===== config.mk =====
export PLATFORM = sky130hd
export DESIGN_NAME = spi_config_regs
export DESIGN_NICKNAME = d
export VERILOG_FILES = /design/src/rtl/spi_config_regs.sv
export SDC_FILE = /design/constraint.sdc
export NUM_CORES = 1
export LEC_CHECK = 0
export CORE_UTILIZATION = 55
export CTS_CLUSTER_SIZE = 25
export DETAILED_ROUTE_END_ITERATION = 10
export GPL_TIMING_DRIVEN = 0
export PLACE_DENSITY = 0.8
export REMOVE_ABC_BUFFERS = 1
export SYNTH_ARGS = -nofsm -noshare
export SYNTH_HDL_FRONTEND = slang
export SYNTH_SLANG_ARGS = --single-unit

===== constraint.sdc =====
create_clock -name clk -period 5.3 [get_ports clk]
set_input_delay 1.325 -clock clk [delete_from_list [all_inputs] [get_ports clk]]
set_output_delay 1.325 -clock clk [all_outputs]
set_load 0.05 [all_outputs]

===== src/rtl/spi_config_regs.sv =====
// Addressed SPI configuration register file in the system clock domain.
// Writes collect in staging and commit atomically when CSn rises; supports burst writes and read-back.
`timescale 1ns/1ps
module spi_config_regs #(
   parameter int                NREG    = 4,
   parameter int                W       = 8,
   parameter logic [NREG*W-1:0] RST_VAL = '0,
   parameter int                SYNC    = 2
) (
   input  logic              clk,
   input  logic              rst_n,
   input  logic              spi_clk,
   input  logic              spi_csn,
   input  logic              spi_mosi,
   output logic              spi_miso,
   output logic              spi_miso_oe,
   output logic [NREG*W-1:0] cfg,
   output logic              cfg_update,
   output logic              frame_err
);
   typedef enum logic [2:0] {S_IDLE, S_CMD, S_WDATA, S_RDATA, S_COMMIT} state_t;

   logic [SYNC-1:0] sck_sync_q, csn_sync_q, mosi_sync_q;
   logic            sck_prev_q, csn_prev_q, armed_q;
   logic            sck_s, csn_s, mosi_s;
   logic            sck_rise, sck_fall, csn_rise, csn_fall;

   state_t          state_q, state_d;
   logic [6:0]      cmd_q, cmd_d;
   logic [2:0]      cmd_cnt_q, cmd_cnt_d;
   logic [4:0]      bit_cnt_q, bit_cnt_d;
   logic [6:0]      addr_q, addr_d, nxt_addr, rd_addr;
   logic [W-1:0]    sh_q, sh_d, word_in, rd_val;
   logic            miso_q, miso_d;
   logic [NREG-1:0] pending_q, pending_d;
   logic [W-1:0]    stg_q [NREG];
   logic [W-1:0]    stg_d [NREG];
   logic [W-1:0]    cfg_q [NREG];
   logic [W-1:0]    cfg_d [NREG];
   logic            bad_addr_q, bad_addr_d, mode_err_q, mode_err_d;
   logic            skip_q, skip_d, err_q, err_d;
   logic            changed, hit;

   assign sck_s    = sck_sync_q[SYNC-1];
   assign csn_s    = csn_sync_q[SYNC-1];
   assign mosi_s   = mosi_sync_q[SYNC-1];
   assign sck_rise = sck_s & ~sck_prev_q;
   assign sck_fall = ~sck_s & sck_prev_q;
   assign csn_rise = csn_s & ~csn_prev_q;
   assign csn_fall = ~csn_s & csn_prev_q;

   // CSn chain resets low, so a CSn held low across reset must rise before any fall can start a frame.
   always_ff @(posedge clk or negedge rst_n) begin
      if (!rst_n) begin
         sck_sync_q  <= '0;
         csn_sync_q  <= '0;
         mosi_sync_q <= '0;
         sck_prev_q  <= 1'b0;
         csn_prev_q  <= 1'b0;
         armed_q     <= 1'b0;
      end else begin
         // NOTE: sequential state uses non-blocking assignments so every flop samples pre-edge values.
         sck_sync_q  <= {sck_sync_q[SYNC-2:0], spi_clk};
         csn_sync_q  <= {csn_sync_q[SYNC-2:0], spi_csn};
         mosi_sync_q <= {mosi_sync_q[SYNC-2:0], spi_mosi};
         sck_prev_q  <= sck_s;
         csn_prev_q  <= csn_s;
         armed_q     <= armed_q | csn_s;
      end
   end

   assign nxt_addr = (addr_q == 7'(NREG-1)) ? 7'd0 : addr_q + 7'd1;

   always_comb begin
      rd_addr = (state_q == S_CMD) ? {cmd_q[5:0], mosi_s} : nxt_addr;
      rd_val  = '0;
      for (int i = 0; i < NREG; i++) begin
         if (rd_addr == 7'(i)) rd_val = cfg_q[i];
      end
   end

   always_comb begin
      // NOTE: every combinational output gets a default first, so no path can infer a latch.
      state_d    = state_q;
      cmd_d      = cmd_q;
      cmd_cnt_d  = cmd_cnt_q;
      bit_cnt_d  = bit_cnt_q;
      addr_d     = addr_q;
      sh_d       = sh_q;
      miso_d     = miso_q;
      pending_d  = pending_q;
      stg_d      = stg_q;
      cfg_d      = cfg_q;
      bad_addr_d = bad_addr_q;
      mode_err_d = mode_err_q;
      skip_d     = skip_q;
      err_d      = err_q;
      changed    = 1'b0;
      hit        = 1'b0;
      cfg_update = 1'b0;
      frame_err  = 1'b0;
      word_in    = {sh_q[W-2:0], mosi_s};
      case (state_q)
         S_IDLE: begin
            if (csn_fall) begin
               state_d    = S_CMD;
               cmd_d      = '0;
               cmd_cnt_d  = '0;
               bit_cnt_d  = '0;
               addr_d     = '0;
               sh_d       = '0;
               miso_d     = 1'b0;
               pending_d  = '0;
               stg_d      = cfg_q;
               bad_addr_d = 1'b0;
               err_d      = 1'b0;
               mode_err_d = sck_s;
               skip_d     = sck_s;
            end
         end
         S_CMD: begin
            if (sck_rise) begin
               if (skip_q) begin
                  skip_d = 1'b0;
               end else begin
                  cmd_d     = {cmd_q[5:0], mosi_s};
                  cmd_cnt_d = cmd_cnt_q + 3'd1;
                  if (cmd_cnt_q == 3'd7) begin
                     addr_d    = {cmd_q[5:0], mosi_s};
                     bit_cnt_d = '0;
                     state_d   = cmd_q[6] ? S_RDATA : S_WDATA;
                     sh_d      = cmd_q[6] ? rd_val : '0;
                  end
               end
            end
         end
         S_WDATA: begin
            if (sck_rise) begin
               sh_d      = word_in;
               bit_cnt_d = bit_cnt_q + 5'd1;
               if (bit_cnt_q == 5'(W-1)) begin
                  bit_cnt_d = '0;
                  for (int i = 0; i < NREG; i++) begin
                     if (addr_q == 7'(i)) begin
                        stg_d[i]     = word_in;
                        pending_d[i] = 1'b1;
                        hit          = 1'b1;
                     end
                  end
                  if (!hit) bad_addr_d = 1'b1;
                  addr_d = nxt_addr;
               end
            end
         end
         S_RDATA: begin
            if (sck_fall) begin
               miso_d    = sh_q[W-1];
               sh_d      = sh_q << 1;
               bit_cnt_d = bit_cnt_q + 5'd1;
               if (bit_cnt_q == 5'(W-1)) begin
                  bit_cnt_d = '0;
                  addr_d    = nxt_addr;
                  sh_d      = rd_val;
               end
            end
         end
         S_COMMIT: begin
            for (int i = 0; i < NREG; i++) begin
               if (pending_q[i]) begin
                  cfg_d[i] = stg_q[i];
                  if (stg_q[i] != cfg_q[i]) changed = 1'b1;
               end
            end
            cfg_update = changed;
            frame_err  = err_q;
            pending_d  = '0;
            bad_addr_d = 1'b0;
            mode_err_d = 1'b0;
            skip_d     = 1'b0;
            miso_d     = 1'b0;
            state_d    = S_IDLE;
         end
         default: state_d = S_IDLE;
      endcase
      if (csn_rise && state_q != S_COMMIT) begin
         state_d = S_COMMIT;
         err_d   = (state_q != S_IDLE) &&
                   (mode_err_q || bad_addr_q ||
                    (state_q == S_CMD && cmd_cnt_q != 3'd0) ||
                    (state_q == S_WDATA && bit_cnt_q != 5'd0));
      end
   end

   always_ff @(posedge clk or negedge rst_n) begin
      if (!rst_n) begin
         state_q    <= S_IDLE;
         cmd_q      <= '0;
         cmd_cnt_q  <= '0;
         bit_cnt_q  <= '0;
         addr_q     <= '0;
         sh_q       <= '0;
         miso_q     <= 1'b0;
         pending_q  <= '0;
         bad_addr_q <= 1'b0;
         mode_err_q <= 1'b0;
         skip_q     <= 1'b0;
         err_q      <= 1'b0;
         // NOTE: the register file is flops, not RAM, so it is reset to its defaults like any other state.
         for (int i = 0; i < NREG; i++) begin
            cfg_q[i] <= RST_VAL[i*W +: W];
            stg_q[i] <= RST_VAL[i*W +: W];
         end
      end else begin
         state_q    <= state_d;
         cmd_q      <= cmd_d;
         cmd_cnt_q  <= cmd_cnt_d;
         bit_cnt_q  <= bit_cnt_d;
         addr_q     <= addr_d;
         sh_q       <= sh_d;
         miso_q     <= miso_d;
         pending_q  <= pending_d;
         bad_addr_q <= bad_addr_d;
         mode_err_q <= mode_err_d;
         skip_q     <= skip_d;
         err_q      <= err_d;
         cfg_q      <= cfg_d;
         stg_q      <= stg_d;
      end
   end

   for (genvar g = 0; g < NREG; g++) begin : g_cfg
      assign cfg[g*W +: W] = cfg_q[g];
   end

   assign spi_miso    = miso_q;
   assign spi_miso_oe = armed_q & ~csn_s;

endmodule


# Yosys cells after proc, flatten, opt, wreduce, memory -nomap -nowiden
# Cells that the tools add are included.
dict set report totals {
  out_inout_bits 36
  romBits 0
  mem_bits_rw 0
  wordCells 210
  inputBits 5
  register_bits 115
  memories 0
  latch_bits 0
}
dict set report op_classes {
  n_eq_ne 34
  mux 91
  magnitude_cmp 0
  n_mul 0
  n_reduce_logical 43
  div 0
  bitwise 10
  n_shift 0
  add_sub_neg 3
}
# cell count
set op_table {}
lappend op_table {{8-bit 2-to-1 mux} 16}
lappend op_table {{32-bit 2-to-1 mux} 3}
lappend op_table {{7-bit 2-to-1 mux} 11}
lappend op_table {{32-bit one-hot mux with 2 select lines} 1}
lappend op_table {{5-bit AND reduction} 10}
lappend op_table {{5-bit 2-to-1 mux} 7}
lappend op_table {{8-bit != test} 4}
lappend op_table {{8-bit one-hot mux with 4 select lines} 1}
lappend op_table {{1-bit 2-to-1 mux} 31}
lappend op_table {{7-bit by 2-bit equality test with 1-bit output, second input constant} 4}
lappend op_table {{7-bit one-hot mux with 4 select lines} 1}
lappend op_table {{3-bit 2-to-1 mux} 8}
lappend op_table {{2-bit != test, second input constant} 12}
lappend op_table {{5-bit one-hot mux with 4 select lines} 1}
lappend op_table {{3-bit != test, second input constant} 5}
lappend op_table {{3-bit nonzero test} 5}
lappend op_table {{7-bit by 1-bit equality test with 1-bit output, second input constant} 2}
lappend op_table {{7-bit logical NOT} 2}
lappend op_table {{7-bit one-hot mux with 2 select lines} 1}
lappend op_table {{4-bit 2-to-1 mux} 3}
lappend op_table {{4-bit one-hot mux with 3 select lines} 1}
lappend op_table {{2-bit AND reduction} 6}
lappend op_table {{2-bit nonzero test} 5}
lappend op_table {{1-bit one-hot mux with 3 select lines} 3}
lappend op_table {{other kinds (23)} 38}

# Longest topological paths before layout
# Gate-level depths: netlist of the first run.
dict set report logic_depth {
  word_depth 13
  depth_mapped 8
  mapped_depth_nobuf 7
}

# Least setup slack after synthesis of the first run
# OpenSTA, ideal clock, no wires.
dict set report synth_timing {
  path_kind {register -> output}
  startpoint {reg cfg_q (netlist bit cfg[5])}
  endpoint {out cfg_update}
  stages_incl_launch_ff 5
  required_time_ns 3.975
  n_path_buf 0
  t_arrival_ns 1.884
  setup_slack_ns 2.091
  cell_sequence {dfrtp_1 -> xnor2_1 -> nand4_1 -> o21ai_0 -> a41oi_1}
}
dict set report synth_via {
  elab_chain_cells 10
}
# item line_no
set synth_rtl {}
lappend synth_rtl {{from (decl)} 38} ;# logic [W-1:0] cfg_q [NREG];
lappend synth_rtl {{from (signal, indexed assignment)} 210} ;# cfg_q[i] <= RST_VAL[i*W +: W];
lappend synth_rtl {{from (signal assigned)} 226} ;# cfg_q <= cfg_d;
lappend synth_rtl {{8-bit != test *} 171} ;# if (stg_q[i] != cfg_q[i]) changed = 1'b1;
lappend synth_rtl {{1-bit 2-to-1 mux *} 171}
lappend synth_rtl {{1-bit 2-to-1 mux *} 169} ;# if (pending_q[i]) begin
lappend synth_rtl {{1-bit 2-to-1 mux} 171}
lappend synth_rtl {{1-bit 2-to-1 mux *} 169}
lappend synth_rtl {{1-bit 2-to-1 mux} 171}
lappend synth_rtl {{1-bit 2-to-1 mux *} 169}
lappend synth_rtl {{1-bit 2-to-1 mux} 171}
lappend synth_rtl {{1-bit 2-to-1 mux *} 169}
lappend synth_rtl {{1-bit 2-to-1 mux *} 103} ;# case (state_q)
lappend synth_rtl {{to (decl)} 18} ;# output logic cfg_update,
# Mark *: on every way between the ends. The rest lies on a longest branch, timed or not.

# Worst setup path in the final report of the first run
dict set report layout_timing {
  startpoint {reg state_q[0]}
  endpoint {out cfg_update}
}
dict set report layout_via {
  elab_chain_cells 2
}
# item line_no
set layout_rtl {}
lappend layout_rtl {{from (decl)} 28} ;# state_t state_q, state_d;
lappend layout_rtl {{from (signal assigned)} 214} ;# state_q <= state_d;
lappend layout_rtl {{3-bit equality test} 103}
lappend layout_rtl {{1-bit 2-to-1 mux} 103}
# No other way between the ends.

==> impl_results.md, run 1 <==
* Status: finished, final reports clean
* Initial antenna violation count at 0
* Setup TNS at 0 ps
* Clock Pin Slew Worst Setup and Hold Paths at 60 ps
* Number of DRC markers after the initial detailed-route iteration at 353
* Crit. End Element: primary output
* Mapped Cells at 590
* Crit path DAT at 2980 ps
* Crit-path leading delay family: buffers and inverters
* Final Max Tran Viols at 0
* Setup violators final at 0
* Die area at 11400 um2
* Rows at 37
* Die height at 107 um
* Placed standard-cell area at 6500 um2
* Fillers at 791
* First-pass GRT wire length at 23.7 mm
* Maxcap violations at 0
* Setup WS pre-CTS at 1630 ps
* Dpl cells at 737
* Setup ws final at 991 ps
* Total number of vias at 4769
* Period minus WS final at 4310 ps
* Vias in the first global route at 4633
* Crit Path Category: reg2out
* PwrDens at 357 nW/um2
* F_max at 232 MHz
* Syn Area/Cell at 10.2 um2
* Commonest non-fill, non-tap cell in the layout: dfrtp_1
* Post-synth ARST share at 100%
* Tcrit/Tclk final at 81.3%
* Crit-path slowest cell: clkdlybuf4s50_1
* Slew headroom at 20.5%
* Placer's final routability congestion estimate at 0.872
* Total Wirelength at 14.4 mm
* Post-synth top flop: dfrtp_1
* Post-detail-place hpwl at 9.55 mm
* Area Overhead vs Synth at 17.7%
* Post-synthesis cell type count at 58
* Grt ovf at 0
* Final #Nets at 634
* Peak fanout along the critical path at 21
* Die width at 107 um
* I/O pin count at 41
* RSZ-0062 raised after global routing: false
* Critical Path Source Type: flip-flop
* Core area at 10500 um2
* Max stage delay on crit path at 860 ps
* Hold-fix buffers at CTS at 0
* Lkg Pwr at 3.17 nW
* Sequential share of the synthesized area at 47.7%
* Flop and latch count out of synthesis at 115
* CTS tree: done
* Layout Skew at 6.10 ps
* H-tree levels at 4
* Min-delay worst type: reg2reg
* Drt pass-1 iters at 5
* Clock root cell: clkbuf_8
* Total CTS buffers at 17
* Worst slew pin tran at 1190 ps
* Total power at 2.53 mW
* Layout cells sized above 1 at 17.9%
* Worst endpoint required time at 3970 ps
* Post-CTS setup buffer count at 0
* Starting Density at 57.7%
* Multi-input logic area at 2970 um2
* Clock tree buffer depth at 2
* Ant. Diodes at 0
* Synth warnings at 0
* DRC Markers at 0
* Final instance area at 7100 um2
* DR vias/cell at 6.20
* WL/cell at 18.8 um
* CTS resizes at 0
* Worst-skew pair later-pin latency at 520 ps
* Buffers on Ports at 40
* Clk sinks at 115
* Buf+Inv Stages, Crit Path at 1
* Post-synth EDFFs at 0
* Peak supply drop at 0.261 mV
* Sequential Area at 2880 um2
* Finished Layout Cells at 769
* Total GRT Usage at 27.2%
* Fin. Hold Viols at 0
* Crit path cell chain: nor2_1 > nand2_1 > a41oi_1 > clkdlybuf4s50_1
* Largest net degree at the start of global routing at 75
* Routed Antenna Nets at 0
* Synth Cell Area at 6030 um2
* Most frequent cells in the layout: dfrtp_1, nand2_1, mux2_2
[sequential cells by signal, indices dropped and copies added (netlist names), 2 cells and up]
signal	cells
csn_sync_q	2
addr_q	7
state_q	3
stg_q	32
cmd_q	7
sck_sync_q	2
bit_cnt_q	5
cfg	32
cmd_cnt_q	3
sh_q	8
mosi_sync_q	2
pending_q	4
[path summary, 6_finish.rpt]
path / startpoint / to / slack (ps) / cells after the start
setup / recovery: state_q[0]$_DFFE_PN0P_ / cfg_update / 990 / 4
hold / removal: csn_sync_q[0]$_DFF_PN0_ / csn_sync_q[1]$_DFF_PN0_ / 350 / 0
setup reg to reg: state_q[2]$_DFFE_PN0P_ / sh_q[5]$_DFFE_PN0P_ / 2290 / 5
hold reg to reg: csn_sync_q[0]$_DFF_PN0_ / csn_sync_q[1]$_DFF_PN0_ / 350 / 0
max in group asynchronous: rst_n / stg_q[9]$_DFFE_PN0P_ / 3760 / 2
min in group asynchronous: rst_n / cmd_q[5]$_DFFE_PN0P_ / 790 / 1
[stage by stage]
step / util, % / hold WS (ps)
global route: 67.9 / 354
finish: 67.9 / 350
global placement: 61.8 / 331
CTS: 67.9 / 352
floorplan: - / 331
detailed placement: 62.1 / 339
[worst register-to-register path, delay by kind of cell (launching register included)]
family             cells  cell delay [ps]
DFF                    1              840
AOI/OAI and AO/OA      2              320
and+or+nand+nor        2             1340
muxes                  1              430
[cell usage after synthesis (3+ instances only)]
| master | count | area [um2] |
|---|---|---|
| a21oi_1 | 16 | 80.1 |
| a31oi_1 | 13 | 81.3 |
| and2_1 | 3 | 18.8 |
| and3_1 | 8 | 50.1 |
| buf_2 | 5 | 25.0 |
| clkbuf_1 | 21 | 78.8 |
| dfrtp_1 | 115 | 2880 |
| ha_1 | 9 | 113 |
| inv_1 | 15 | 56.3 |
| mux2_2 | 63 | 709 |
| mux2i_1 | 20 | 200 |
| nand2_1 | 106 | 398 |
| nand2b_1 | 9 | 56.3 |
| nand3_1 | 14 | 70.1 |
| nand3b_1 | 3 | 22.5 |
| nand4_1 | 9 | 56.3 |
| nor2_1 | 24 | 90.1 |
| nor2_4 | 3 | 33.8 |
| nor2b_1 | 4 | 25.0 |
| nor3_1 | 9 | 45.0 |
| nor3b_1 | 3 | 22.5 |
| nor4b_1 | 4 | 35.0 |
| o21ai_0 | 32 | 160 |
| o21ai_1 | 8 | 40.0 |
| xnor2_1 | 32 | 280 |
[metal layers]
layer | track usage [%] | share of wire [%] | vias to the layer above | wire, um
li1 | - | - | 2131 | -
met1 | 36.8 | 43 | 2376 | 6160
met4 | 12.4 | 2.9 | 0 | 414
met5 | 0 | 0 | - | 0
met3 | 6.81 | 6.8 | 50 | 985
met2 | 41.4 | 48 | 212 | 6870
[logic make-up (layout without fill, tap and decap cells)]
group / Yosys count / in the layout / synth area share (%)
and+or+nand+nor: 212 / 212 / 17.4
DFF: 115 / 115 / 47.7
AOI/OAI and AO/OA: 91 / 91 / 9.15
muxes: 85 / 85 / 15.9
buffers and inverters: 45 / 88 / 3.21
xor gates and xnor gates: 33 / 33 / 4.79
adders and majority gates: 9 / 9 / 1.87
[where the power goes]
part / switching [mW] / internal [mW] / total (mW)
sequential: 0.0709 / 0.931 / 1.00
clock: 0.403 / 0.760 / 1.16
combinational: 0.222 / 0.146 / 0.367
total: 0.696 / 1.84 / 2.53
[area by class of cell]
| class | count | area share (%) |
|---|---|---|
| Clock buffer | 18 | 5.88 |
| Clock inverter | 14 | 2.63 |
| Inverter | 15 | 0.793 |
| Multi-Input combinational cell | 430 | 41.8 |
| Sequential cell | 115 | 40.5 |
| Tap cell | 136 | 2.40 |
| Timing Repair Buffer | 41 | 5.99 |
Power figures use the tool's default switching activity.
==> run 2: changes to the inputs <==
==> constraint.sdc (replaced) <==
create_clock -name clk -period 4 [get_ports clk]
set_input_delay 1 -clock clk [delete_from_list [all_inputs] [get_ports clk]]
set_output_delay 1 -clock clk [all_outputs]
set_load 0.05 [all_outputs]
==> run 2 against run 1 <==
Against the previous run:
- hold slack about the same
- final area about the same
- flip-flop and latch count unchanged
- clock-buffer cell count unchanged
- first-iteration DRC count decreased by 1.7%
- utilization about the same
- power increased by 33%
- clock skew about the same
- sequential power increased by 33%
- clock power increased by 33%
- highest routed layer unchanged
==> impl_results.md, run 2 (synthesized netlist as in run 1, its figures left out) <==
* Status: finished, final reports clean
* Total CTS buffers at 17
* Total Wirelength at 14.5 mm
* Layout cells sized above 1 at 18.0%
* Drt pass-1 iters at 5
* Post-detail-place hpwl at 9.55 mm
* Clk sinks at 115
* Reg2Reg Depth at 5
* Fin. Hold Viols at 0
* Hold-critical path depth at 0
* Worst-skew pair later-pin latency at 520 ps
* Ant. Diodes at 0
* Die height at 107 um
* PwrDens at 472 nW/um2
* Grt ovf at 0
* Initial antenna violation count at 0
* H-tree levels at 4
* Crit. End Element: primary output
* Post-CTS setup buffer count at 0
* Finished Layout Cells at 769
* DR vias/cell at 6.19
* RSZ-0062 raised after global routing: false
* Maxcap violations at 0
* Max stage delay on crit path at 860 ps
* Final Max Tran Viols at 0
* Area Overhead vs Synth at 17.8%
* Buffers on Ports at 40
* Most frequent cells in the layout: dfrtp_1, nand2_1, mux2_2
* Largest net degree at the start of global routing at 75
* Die area at 11400 um2
* Placer's final routability congestion estimate at 0.872
* Lkg Pwr at 3.17 nW
* I/O pin count at 41
* Total number of vias at 4762
* Tcrit/Tclk final at 95.5%
* Clock root cell: clkbuf_8
* First-pass GRT wire length at 23.7 mm
* Routed Antenna Nets at 0
* Commonest non-fill, non-tap cell in the layout: dfrtp_1
* Clock tree buffer depth at 2
* Total GRT Usage at 27.2%
* Fin util at 67.9%
* Dpl cells at 737
* Period minus WS final at 3820 ps
* Core area at 10500 um2
* Number of DRC markers after the initial detailed-route iteration at 347
* DRC Markers at 0
* Crit path DAT at 2820 ps
* Worst endpoint required time at 3000 ps
* Critical Path Source Type: flip-flop
* Crit Path Category: reg2out
* Starting Density at 57.7%
* Slew headroom at 20.7%
* Peak fanout along the critical path at 21
* Peak supply drop at 0.346 mV
* F_max at 262 MHz
* Rows at 37
* Final #Nets at 634
* Setup violators final at 0
* Vias in the first global route at 4633
* Clock Pin Slew Worst Setup and Hold Paths at 60 ps
* Die width at 107 um
* Min-delay worst type: reg2reg
* CTS tree: done
* Crit-path slowest cell: clkdlybuf4s50_1
* Layout Skew at 6.17 ps
* WL/cell at 18.8 um
* Crit path cell chain: nor2_2 > nand2_1 > a41oi_1 > clkdlybuf4s50_1
* Worst slew pin tran at 1180 ps
* Min Hold Slack at 350 ps
run 2: layout make-up:
class / instances / area (um2)
Timing Repair Buffer: 41 / 425
Fill cell: 790 / 3360
Tap cell: 136 / 170
Multi-Input combinational cell: 430 / 2970
Sequential cell: 115 / 2880
Inverter: 15 / 56.3
Clock inverter: 14 / 186
Clock buffer: 18 / 418
run 2: power by group:
part	switching, mW	total, mW	internal (mW)
clock network	0.534	1.54	1.01
registers	0.0944	1.33	1.23
logic	0.294	0.487	0.193
run 2: worst paths after layout:
| kind | start | end | slack [ps] |
|---|---|---|---|
| max | state_q[0]$_DFFE_PN0P_ | cfg_update | 180 |
| min | csn_sync_q[0]$_DFF_PN0_ | csn_sync_q[1]$_DFF_PN0_ | 350 |
| max reg2reg | state_q[2]$_DFFE_PN0P_ | stg_q[30]$_DFFE_PN0P_ | 990 |
| min reg2reg | csn_sync_q[0]$_DFF_PN0_ | csn_sync_q[1]$_DFF_PN0_ | 350 |
| max in group asynchronous | rst_n | stg_q[9]$_DFFE_PN0P_ | 2780 |
| min in group asynchronous | rst_n | cmd_q[5]$_DFFE_PN0P_ | 470 |
run 2: stage by stage:
step	setup TNS (ps)	setup WS [ps]	area [um2]	power, mW
after floorplan	0	1120	5890	1.66
after global placement	-266730	-2330	6460	1.80
after detailed placement	0	653	6500	1.81
after CTS	0	110	7100	3.36
after global routing	0	76.9	7100	3.46
final	0	182	7100	3.36
run 2: routing by layer:
layer | wire length, um | vias up | GRT usage [%]
li1 | - | 2133 | -
met1 | 6220 | 2384 | 36.8
met2 | 6910 | 201 | 41.4
met3 | 947 | 44 | 6.81
met4 | 386 | 0 | 12.4
met5 | 0 | - | 0
run 2: what timing repair did:
item / CTS / global route
endpoints found under the setup margin: 0 / 1
hold buffers: 0 / 0
resized for setup: 0 / 1
run 2: worst max-delay path, delay by kind of cell (launching register included):
| family | cells | cell delay (ps) |
|---|---|---|
| flip-flops | 1 | 600 |
| AND/OR/NAND/NOR | 2 | 550 |
| AO/OA/AOI/OAI | 1 | 290 |
| buffers and inverters | 1 | 860 |
